--- src/rtl/gpio_frame_tx.sv ---
// gpio_frame_tx: latches a multi-word frame and sends it byte-by-byte over a
// four-phase valid/ack GPIO handshake, with ack timeout and rearm protection.
module gpio_frame_tx #(
  parameter int NUM_WORDS   = 4,
  parameter int LANE_W      = 8,
  parameter int ACK_TIMEOUT = 255
) (
  input  logic                            i_clock,
  input  logic                            i_reset,
  input  logic                            i_data_ready,
  input  logic [NUM_WORDS*32-1:0]         i_message_in,
  output logic [LANE_W-1:0]               o_gpio_data,
  output logic                            o_gpio_valid,
  input  logic                            i_gpio_ack,
  output logic                            o_busy,
  output logic                            o_done,
  output logic                            o_error,
  output logic [$clog2(NUM_WORDS*4)-1:0]  o_byte_idx
);
  localparam int NBITS = NUM_WORDS * 32;
  localparam int NB = NBITS / LANE_W;
  localparam int IW = $clog2(NB);
  localparam int CW = $clog2(ACK_TIMEOUT + 1);
  localparam logic [IW-1:0] LAST = IW'(NB - 1);
  localparam logic [CW-1:0] TO_LAST = CW'(ACK_TIMEOUT - 1);

  typedef enum logic [1:0] {IDLE, PRESENT, RELEASE, DONE} state_t;

  state_t           r_state, w_next;
  logic             r_ack_m, r_ack_s, r_armed, r_error;
  logic [NBITS-1:0] r_shadow;
  logic [IW-1:0]    r_idx;
  logic [CW-1:0]    r_cnt;
  logic             w_accept, w_to, w_last, w_abort, w_adv;

  assign w_accept = (r_state == IDLE) && i_data_ready && r_armed && !r_ack_s;
  assign w_to     = r_cnt == TO_LAST;
  assign w_last   = r_idx == LAST;
  // ack is checked before the timeout so a coincident ack edge never aborts
  assign w_abort  = ((r_state == PRESENT) && !r_ack_s && w_to) ||
                    ((r_state == RELEASE) && r_ack_s && w_to);
  assign w_adv    = (r_state == RELEASE) && !r_ack_s && !w_last;

  always_comb begin
    w_next = r_state;
    case (r_state)
      IDLE:    w_next = w_accept ? PRESENT : IDLE;
      PRESENT: w_next = r_ack_s ? RELEASE : (w_to ? DONE : PRESENT);
      RELEASE: w_next = !r_ack_s ? (w_last ? DONE : PRESENT) : (w_to ? DONE : RELEASE);
      default: w_next = IDLE;
    endcase
  end

  always_ff @(posedge i_clock or posedge i_reset) begin
    if (i_reset) begin
      r_state  <= IDLE;
      r_ack_m  <= 1'b0;
      r_ack_s  <= 1'b0;
      r_armed  <= 1'b1;
      r_error  <= 1'b0;
      r_shadow <= '0;
      r_idx    <= '0;
      r_cnt    <= '0;
    end else begin
      r_state <= w_next;
      r_ack_m <= i_gpio_ack;
      r_ack_s <= r_ack_m;
      if (w_accept) r_armed <= 1'b0;
      else if (!i_data_ready) r_armed <= 1'b1;
      if (w_accept) r_error <= 1'b0;
      else if (w_abort) r_error <= 1'b1;
      if (w_accept) r_shadow <= i_message_in;
      else if (w_adv) r_shadow <= {r_shadow[NBITS-LANE_W-1:0], LANE_W'(0)};
      if (w_accept) r_idx <= '0;
      else if (w_adv) r_idx <= r_idx + 1'b1;
      if (r_state != w_next) r_cnt <= '0;
      else if (r_state == PRESENT || r_state == RELEASE) r_cnt <= r_cnt + 1'b1;
    end
  end

  assign o_gpio_valid = r_state == PRESENT;
  assign o_busy       = r_state != IDLE;
  assign o_done       = r_state == DONE;
  assign o_error      = r_error;
  assign o_byte_idx   = r_idx;
  assign o_gpio_data  = (r_state == PRESENT || r_state == RELEASE) ? r_shadow[NBITS-1 -: LANE_W] : '0;
endmodule

--- config.mk ---
export PLATFORM = sky130hd
export DESIGN_NAME = gpio_frame_tx
export DESIGN_NICKNAME = d
export VERILOG_FILES = /design/src/rtl/gpio_frame_tx.sv
export SDC_FILE = /design/constraint.sdc
export NUM_CORES = 1
export LEC_CHECK = 0
export CAP_MARGIN = 25
export CORE_MARGIN = 2
export CORE_UTILIZATION = 46
export CTS_CLUSTER_DIAMETER = 100
export DETAILED_ROUTE_END_ITERATION = 8
export PLACE_DENSITY_LB_ADDON = 0.2
export SETUP_SLACK_MARGIN = 0.2
export SLEW_MARGIN = 20
export SYNTH_ARGS = -nofsm -noshare
export SYNTH_HDL_FRONTEND = slang
export SYNTH_SLANG_ARGS = --single-unit
--- constraint.sdc ---
create_clock -name i_clock -period 4.46 [get_ports i_clock]
set_input_delay 0.892 -clock i_clock [delete_from_list [all_inputs] [get_ports i_clock]]
set_output_delay 0.892 -clock i_clock [all_outputs]
set_load 0.02 [all_outputs]
==> results of run 1 <==
state kept, by name, indices dropped and copies added, names as in the netlist:
| signal | cells |
|---|---|
| o_error | 1 |
| r_state | 2 |
| r_cnt | 8 |
| r_ack_m | 1 |
| r_shadow | 128 |
| r_ack_s | 1 |
| o_byte_idx | 4 |
| r_armed | 1 |
cell usage after synthesis:
cell type  instances
a211oi_1           1
a21oi_1            2
a41oi_1            1
and2_1             8
and3_1             1
buf_1              2
buf_2             15
buf_4              2
buf_6             10
clkbuf_1          16
dfrtp_1          145
dfstp_2            1
ha_1               7
inv_1              5
mux2i_1          122
nand2_1          142
nand2b_1           1
nand2b_4           1
nand3_1           12
nand4_1            3
nand4_4            1
nand4b_1           1
nor2_1             8
nor3_1             3
nor3_2             1
nor3b_1            1
nor4_1             8
o21a_1             1
o21ai_0          106
o21ai_1           17
o21bai_1           1
o32ai_4            1
or2_2              1
or3_1              1
xnor2_1            6
xnor2_2            1
xor2_1             4
worst register-to-register path, stage by stage (launching register included):
cell and delay (ns):
dfrtp_1 0.40, inv_1 0.09, ha_1 0.29, nand2b_4 0.11, or2_4 0.61, buf_12 0.55
mux2i_1 0.31, o21ai_0 0.10
cell families (layout without fill, tap and decap cells):
logic type | count (synthesis) | in the layout | synth area share [%]
AO/OA/AOI/OAI | 130 | 130 | 9.942
buffers and inverters | 50 | 188 | 4.199
AND/OR/NAND/NOR | 193 | 193 | 12.25
multiplexers | 122 | 122 | 17.74
flip-flops | 146 | 146 | 53.09
XOR/XNOR | 11 | 11 | 1.509
adder cells (fa/ha/maj) | 7 | 7 | 1.272
through the flow:
stage	area, µm²	total power [mW]	hold WS, ns	setup WS (ns)
after floorplan	6888	3.222	0.3312	1.736
after global placement	8403	3.645	0.3336	1.625
after detailed placement	8403	3.745	0.3347	1.494
after CTS	8962	5.101	0.3481	1.166
after global routing	8962	5.381	0.3570	1.086
final	8962	5.040	0.3455	1.216
power by group through the flow:
stage	sequential [mW]	clock [mW]	combinational [mW]
floorplan	2.17	0	1.05
global placement	2.28	0	1.36
detailed placement	2.31	0	1.43
CTS	2.29	1.37	1.44
global route	2.36	1.43	1.60
finish	2.29	1.34	1.42
worst max-delay path by stage:
stage	from	to	slack (ns)	cells after the start
after floorplan	i_reset	o_byte_idx[0]	1.74	1
after global placement	i_data_ready	r_shadow[37]	1.62	5
after detailed placement	i_data_ready	r_shadow[37]	1.49	5
after CTS	r_state[1]	o_gpio_data[1]	1.17	4
after global routing	r_state[1]	o_gpio_data[1]	1.09	4
final	r_state[1]	o_gpio_data[1]	1.22	4
metal layers:
layer | up-vias | wire length [µm]
met5 | - | 0
met4 | 0 | 376
met3 | 27 | 824
met2 | 149 | 7111
met1 | 2380 | 6948
li1 | 2516 | -
final cells by class:
type	instances	area share (%)
Sequential cell	146	40.78
Clock buffer	26	5.682
Multi-Input combinational cell	463	32.91
Tap cell	184	2.569
Inverter	5	0.2513
Clock inverter	5	0.5584
Timing Repair Buffer	152	17.26
==> impl_results.md, run 1 <==
* Maximum net fanout on the critical path at 15
* Fillers at 1,179
* Height of the die at 126.3 µm
* Pins Over Slew Limit at 0
* Total nets after synthesis at 798
* Congestion Overflow GR at 0
* First-pass DRT Iterations at 4
* Post-synthesis cell type with the largest combined area: dfrtp_1
* Launching point of the worst reg2reg path: r_state[0]
* Number of top-level pins at between 100 and 150
* Starting DRT DRC Count at 307
* Number of failing hold endpoints at the final stage at 0
* Count of buffers added by post-CTS timing repair for setup at 0
* Placer Congestion at 0.7964
* Hold Path Stages at 0
* Kind of start point of the critical path: register
* Max-capacitance violation count at 0
* Via count of the first global-routing pass at about 5,000
* Worst-skew pair later-pin latency at between 0.4 and 0.5 ns
* Measured slew at the worst slew-check pin at 1.071 ns
* Via total after detailed routing at 5,072
* Floorplan die area at 0.01596 mm²
* Leak Pwr at 4.433 nW
* Number of nets in the final layout at 924
* Final non-filler cell total at 981
* End point of the worst hold path: r_ack_s
* Met2 layer usage reported by global route at 30.01%
* Worst endpoint required time at 3.57 ns
* Number of cells traversed by the worst register-to-register path at 7
* Number of warnings printed during yosys synthesis at 0
* Critical path, cell by cell: inv_1 > ha_1 > and2_1 > clkdlybuf4s50_1
* Hpwl dp at 10,280 µm
* Hold-fix buffers, CTS at 0
* Sequential cell area fraction in the yosys report at 53.09%
* Final Core Density at about 61%
* Wire length reported by the detailed router at about 15,000 µm
* FF/Latch Area at 0.003655 mm²
* Number of storage elements in the synthesis netlist at 146
* Unrepaired setup endpoints after global routing: false
* Max rail drop VDD at approximately 0.29 mV
* Distinct cell type count of the synthesized netlist at 37
* Setup violations, final at 0
* Wire length of the first global-routing pass at 24,960 µm
* Critical path buffers and inverters at 2
* Critical path arrival at 2.35 ns
* End of the worst register-to-register path: r_shadow[36]
* Worst-case clock skew at 0.005146 ns
* Family with the most delay on the worst path: buffers and inverters
* Number of CTS-inserted buffers at 17
* Row Count at 44
* DRC violation count after routing at 0
* Max clock buf depth at 2
* Synthesis-to-finish area growth at 30.19%
* CTS root buf: clkbuf_16
* Total number of H-tree levels at 4
* Chip width at approximately 130 µm
* Worst Min Path Start: r_ack_m
* Share of the clock period used by the worst path after layout at ~73%
* Result of the run: complete, no violations
* # clock sinks at between 100 and 150
* Final critical-path required period at between 3 and 4 ns
* Max stage delay on crit path at 0.62 ns
* Initial cell density of the core at a little under half
* Maximum number of pins on one net before global-route repair at 147
* Worst reg-to-reg setup slack at around 1.8 ns
* Post-detailed-route via-to-cell ratio at 5.170
* Combinational fraction of design power at 28.1%
* Final total negative setup slack at 0 ns
* Most common library cell in the layout ignoring fill and taps: clkdlybuf4s50_1
* Met3 capacity usage during global routing at 4.471%
* Power per unit of standard cell area at 562.4 mW/mm²
* Net load switching power at 1.591 mW
* Internal at 3.449 mW
* Top post-synthesis cells by area: dfrtp_1 (53%), mux2i_1 (18%), nand2_1 (7.7%), o21ai_0 (7.7%), buf_6 (1.6%)
* Type of the most critical hold path: register to register
* Startpoint-to-endpoint class of the critical path: register to output pin
* Multi-input gate area at just under 0.003 mm²
* Synth top area share at roughly 53%
* Antenna Violating Nets Remaining at 0
* Cell with the biggest individual delay on the critical path: ha_1
* Worst relative slew slack at 28.18%
* Initial antenna violation count at 0
* Peak clock frequency supported by timing at 308.3 MHz
* Cts repair resizes at 0
* Layer carrying the most global-route usage: met2
* Core Area at around 0.015 mm²
* Synthesized netlist cell count at 659
* Switching power as a share of total power at 31.57%
* Syn avg cell area at approximately 10 µm²
* Reg power frac at between 40 and 50%
* Met1 global-route usage at a little over a quarter
* Average detailed-routed wire length per instance at 15.56 µm
* Clock Power Share at 26.5%
* Most used cells in the layout excluding fill and tap cells: clkdlybuf4s50_1 (147), dfrtp_1 (145), nand2_1 (142)
* Post-Synthesis Cell Area at ~0.0069 mm²
* ANT cells at 0
* Critical path endpoint category: output pin
* Clk pin slew, worst setup/hold paths at 0.05 ns
* Number of cells after detailed placement at 950
* Count of input and output buffers at 147
* Global Route Usage Sum at 19.63%
* Share of final-layout standard cells stronger than drive strength 1 at 5.019%
* CTS tree: done
No activity file was read; power rests on OpenSTA's default activity.
==> inputs of run 2 (changes only) <==
CORE_UTILIZATION = 51   (was 46)
clock period = 3 ns   (was 4.46 ns; I/O delays follow)
==> run 2 against run 1 <==
  * Cell area is 0.82% higher
  * First-iteration DRC count is 28% higher
  * Combinational power is 53% higher
  * Via count is 2.0% higher
  * Global-route usage is 2.5 points higher
  * Power is 48% higher
  * Hold slack better by 0.0011 ns
  * Register-to-register slack worse by 1.1 ns
  * Critical endpoint is now o_gpio_data[6]
  * Largest power group unchanged
  * Highest routed layer unchanged
==> impl_results.md, run 2 (synthesis results as in run 1) <==
* Result of the run: complete, no violations
* Number of nets in the final layout at 933
* Share of final-layout standard cells stronger than drive strength 1 at 6.203%
* Worst-case clock skew at between 0.004 and 0.005 ns
* Congestion Overflow GR at 0
* Synthesis-to-finish area growth at 31.26%
* Share of the clock period used by the worst path after layout at 88.83%
* Via total after detailed routing at 5,174
* Internal at 5.067 mW
* First-pass DRT Iterations at 5
* Cell with the biggest individual delay on the critical path: clkdlybuf4s50_1
* Final total negative setup slack at 0 ns
* Unrepaired setup endpoints after global routing: false
* Critical path buffers and inverters at 2
* Combinational fraction of design power at 29.1%
* Total number of H-tree levels at 4
* Startpoint-to-endpoint class of the critical path: register to output pin
* Row Count at 42
* Clk pin slew, worst setup/hold paths at 0.05 ns
* Leak Pwr at around 4.5 nW
* Switching power as a share of total power at 32.05%
* Wire length of the first global-routing pass at approximately 25,000 µm
* Power per unit of standard cell area at 825.2 mW/mm²
* Hpwl dp at 10,670 µm
* Starting DRT DRC Count at 392
* Via count of the first global-routing pass at 5,258
* CTS root buf: clkbuf_16
* Max clock buf depth at 2
* Global Route Usage Sum at 22.09%
* Clock Power Share at about a quarter
* Average detailed-routed wire length per instance at ~16 µm
* Final critical-path required period at 2.665 ns
* Max stage delay on crit path at roughly 0.6 ns
* Number of cells after detailed placement at 951
* Post-detailed-route via-to-cell ratio at 5.269
* Pins Over Slew Limit at 0
* Most common library cell in the layout ignoring fill and taps: clkdlybuf4s50_1
* Number of CTS-inserted buffers at 17
* Measured slew at the worst slew-check pin at 0.7434 ns
* Height of the die at 120.2 µm
* Setup violations, final at 0
* Initial antenna violation count at 0
* Critical path, cell by cell: inv_1 > ha_4 > and2_1 > clkdlybuf4s50_1
* Max FFs per register at between 100 and 150
* Chip width at 120.2 µm
* Worst relative slew slack at between 50% and 60%
* CTS tree: done
* Peak clock frequency supported by timing at 375.3 MHz
* Most flops, register: r_shadow
* Number of failing hold endpoints at the final stage at 0
* Initial cell density of the core at 52.19%
* ANT cells at 0
* Floorplan die area at 0.01444 mm²
* Max-capacitance violation count at 0
* Hold-fix buffers, CTS at 0
* Wire length reported by the detailed router at 15,280 µm
* Placer Congestion at 0.8053
* Kind of start point of the critical path: register
* Critical path endpoint category: output pin
* Core Area at 0.01319 mm²
* Max rail drop VDD at 0.4199 mV
* Number of top-level pins at ~150
* Type of the most critical hold path: register to register
* Maximum net fanout on the critical path at 15
* Worst reg-to-reg setup slack at 0.71 ns
* # clock sinks at around 150
* Family with the most delay on the worst path: buffers and inverters
* Most used cells in the layout excluding fill and tap cells: clkdlybuf4s50_1 (147), dfrtp_1 (145), nand2_1 (142)
* DRC violation count after routing at 0
* Net load switching power at 2.389 mW
* Critical path arrival at 2.06 ns
* Final non-filler cell total at 982
* Worst-skew pair later-pin latency at roughly 0.42 ns
* Maximum number of pins on one net before global-route repair at ~130
* Reg power frac at 45.7%
* Antenna Violating Nets Remaining at 0
* Worst endpoint required time at 2.40 ns
* Count of input and output buffers at 147
[run 2: cell type report]
class | instances | area, µm²
Fill cell | 1035 | 4154
Clock buffer | 25 | 495.5
Multi-Input combinational cell | 463 | 2962
Inverter | 5 | 22.52
Sequential cell | 146 | 3655
Clock inverter | 6 | 30.03
Timing Repair Buffer | 161 | 1652
Tap cell | 176 | 220.2
[run 2: power by group through the flow]
stage / clock, mW / sequential, mW / combinational (mW)
after global routing: 2.00 / 3.52 / 2.45
after floorplan: 0 / 3.23 / 1.56
after CTS: 1.92 / 3.41 / 2.20
after detailed placement: 0 / 3.44 / 2.15
final: 1.88 / 3.41 / 2.17
after global placement: 0 / 3.40 / 2.05
[run 2: routing by layer]
metal,vias up,routed length [µm],global-route usage (%)
met3,17,743,5.991
met1,2478,6896,29.52
li1,2543,-,-
met2,136,7470,35.76
met5,-,0,0
met4,0,171,6.029
[run 2: what timing repair did]
action / CTS / global route
hold endpoints to repair: 0 / 0
endpoints found under the setup margin: 8 / 0
resized for setup: 2 / 0
setup buffers: 0 / 0
[run 2: worst register-to-register path: stages, from the launching register on]
cell and delay, ns:
dfrtp_1 0.39, inv_1 0.11, ha_1 0.30, nand2b_4 0.11
or2_4 0.54, buf_4 0.39, mux2i_1 0.24, o21ai_1 0.08
[run 2: path summary, 6_finish.rpt]
path | endpoint | from | cells after the start
worst min-delay path | r_ack_s | r_ack_m | 0
worst max-delay path | o_gpio_data[6] | r_state[1] | 4
min in group asynchronous | r_shadow[67] | i_reset | 2
worst min register to register | r_ack_s | r_ack_m | 0
worst max register to register | r_shadow[74] | r_state[0] | 7
max in group asynchronous | r_shadow[101] | i_reset | 3
[run 2: metrics by stage]
| stage | total power [mW] | setup slack [ns] | utilization (%) | hold slack [ns] | cell area (µm²) |
|---|---|---|---|---|---|
| CTS | 7.523 | 0.3174 | 68.51 | 0.3482 | 9036 |
| finish | 7.456 | 0.3352 | 68.51 | 0.3466 | 9036 |
| floorplan | 4.789 | 0.5678 | - | 0.3312 | 6888 |
| global placement | 5.449 | 0.5954 | 64.43 | 0.3347 | 8498 |
| detailed placement | 5.591 | 0.5334 | 64.43 | 0.3347 | 8498 |
| global route | 7.966 | 0.2530 | 68.51 | 0.3487 | 9036 |
==> inputs of run 3 (changes only) <==
SLEW_MARGIN = not set   (was 20)
==> results of run 3 <==
No change in the layout: final DEF, timing and power equal those of run 2.
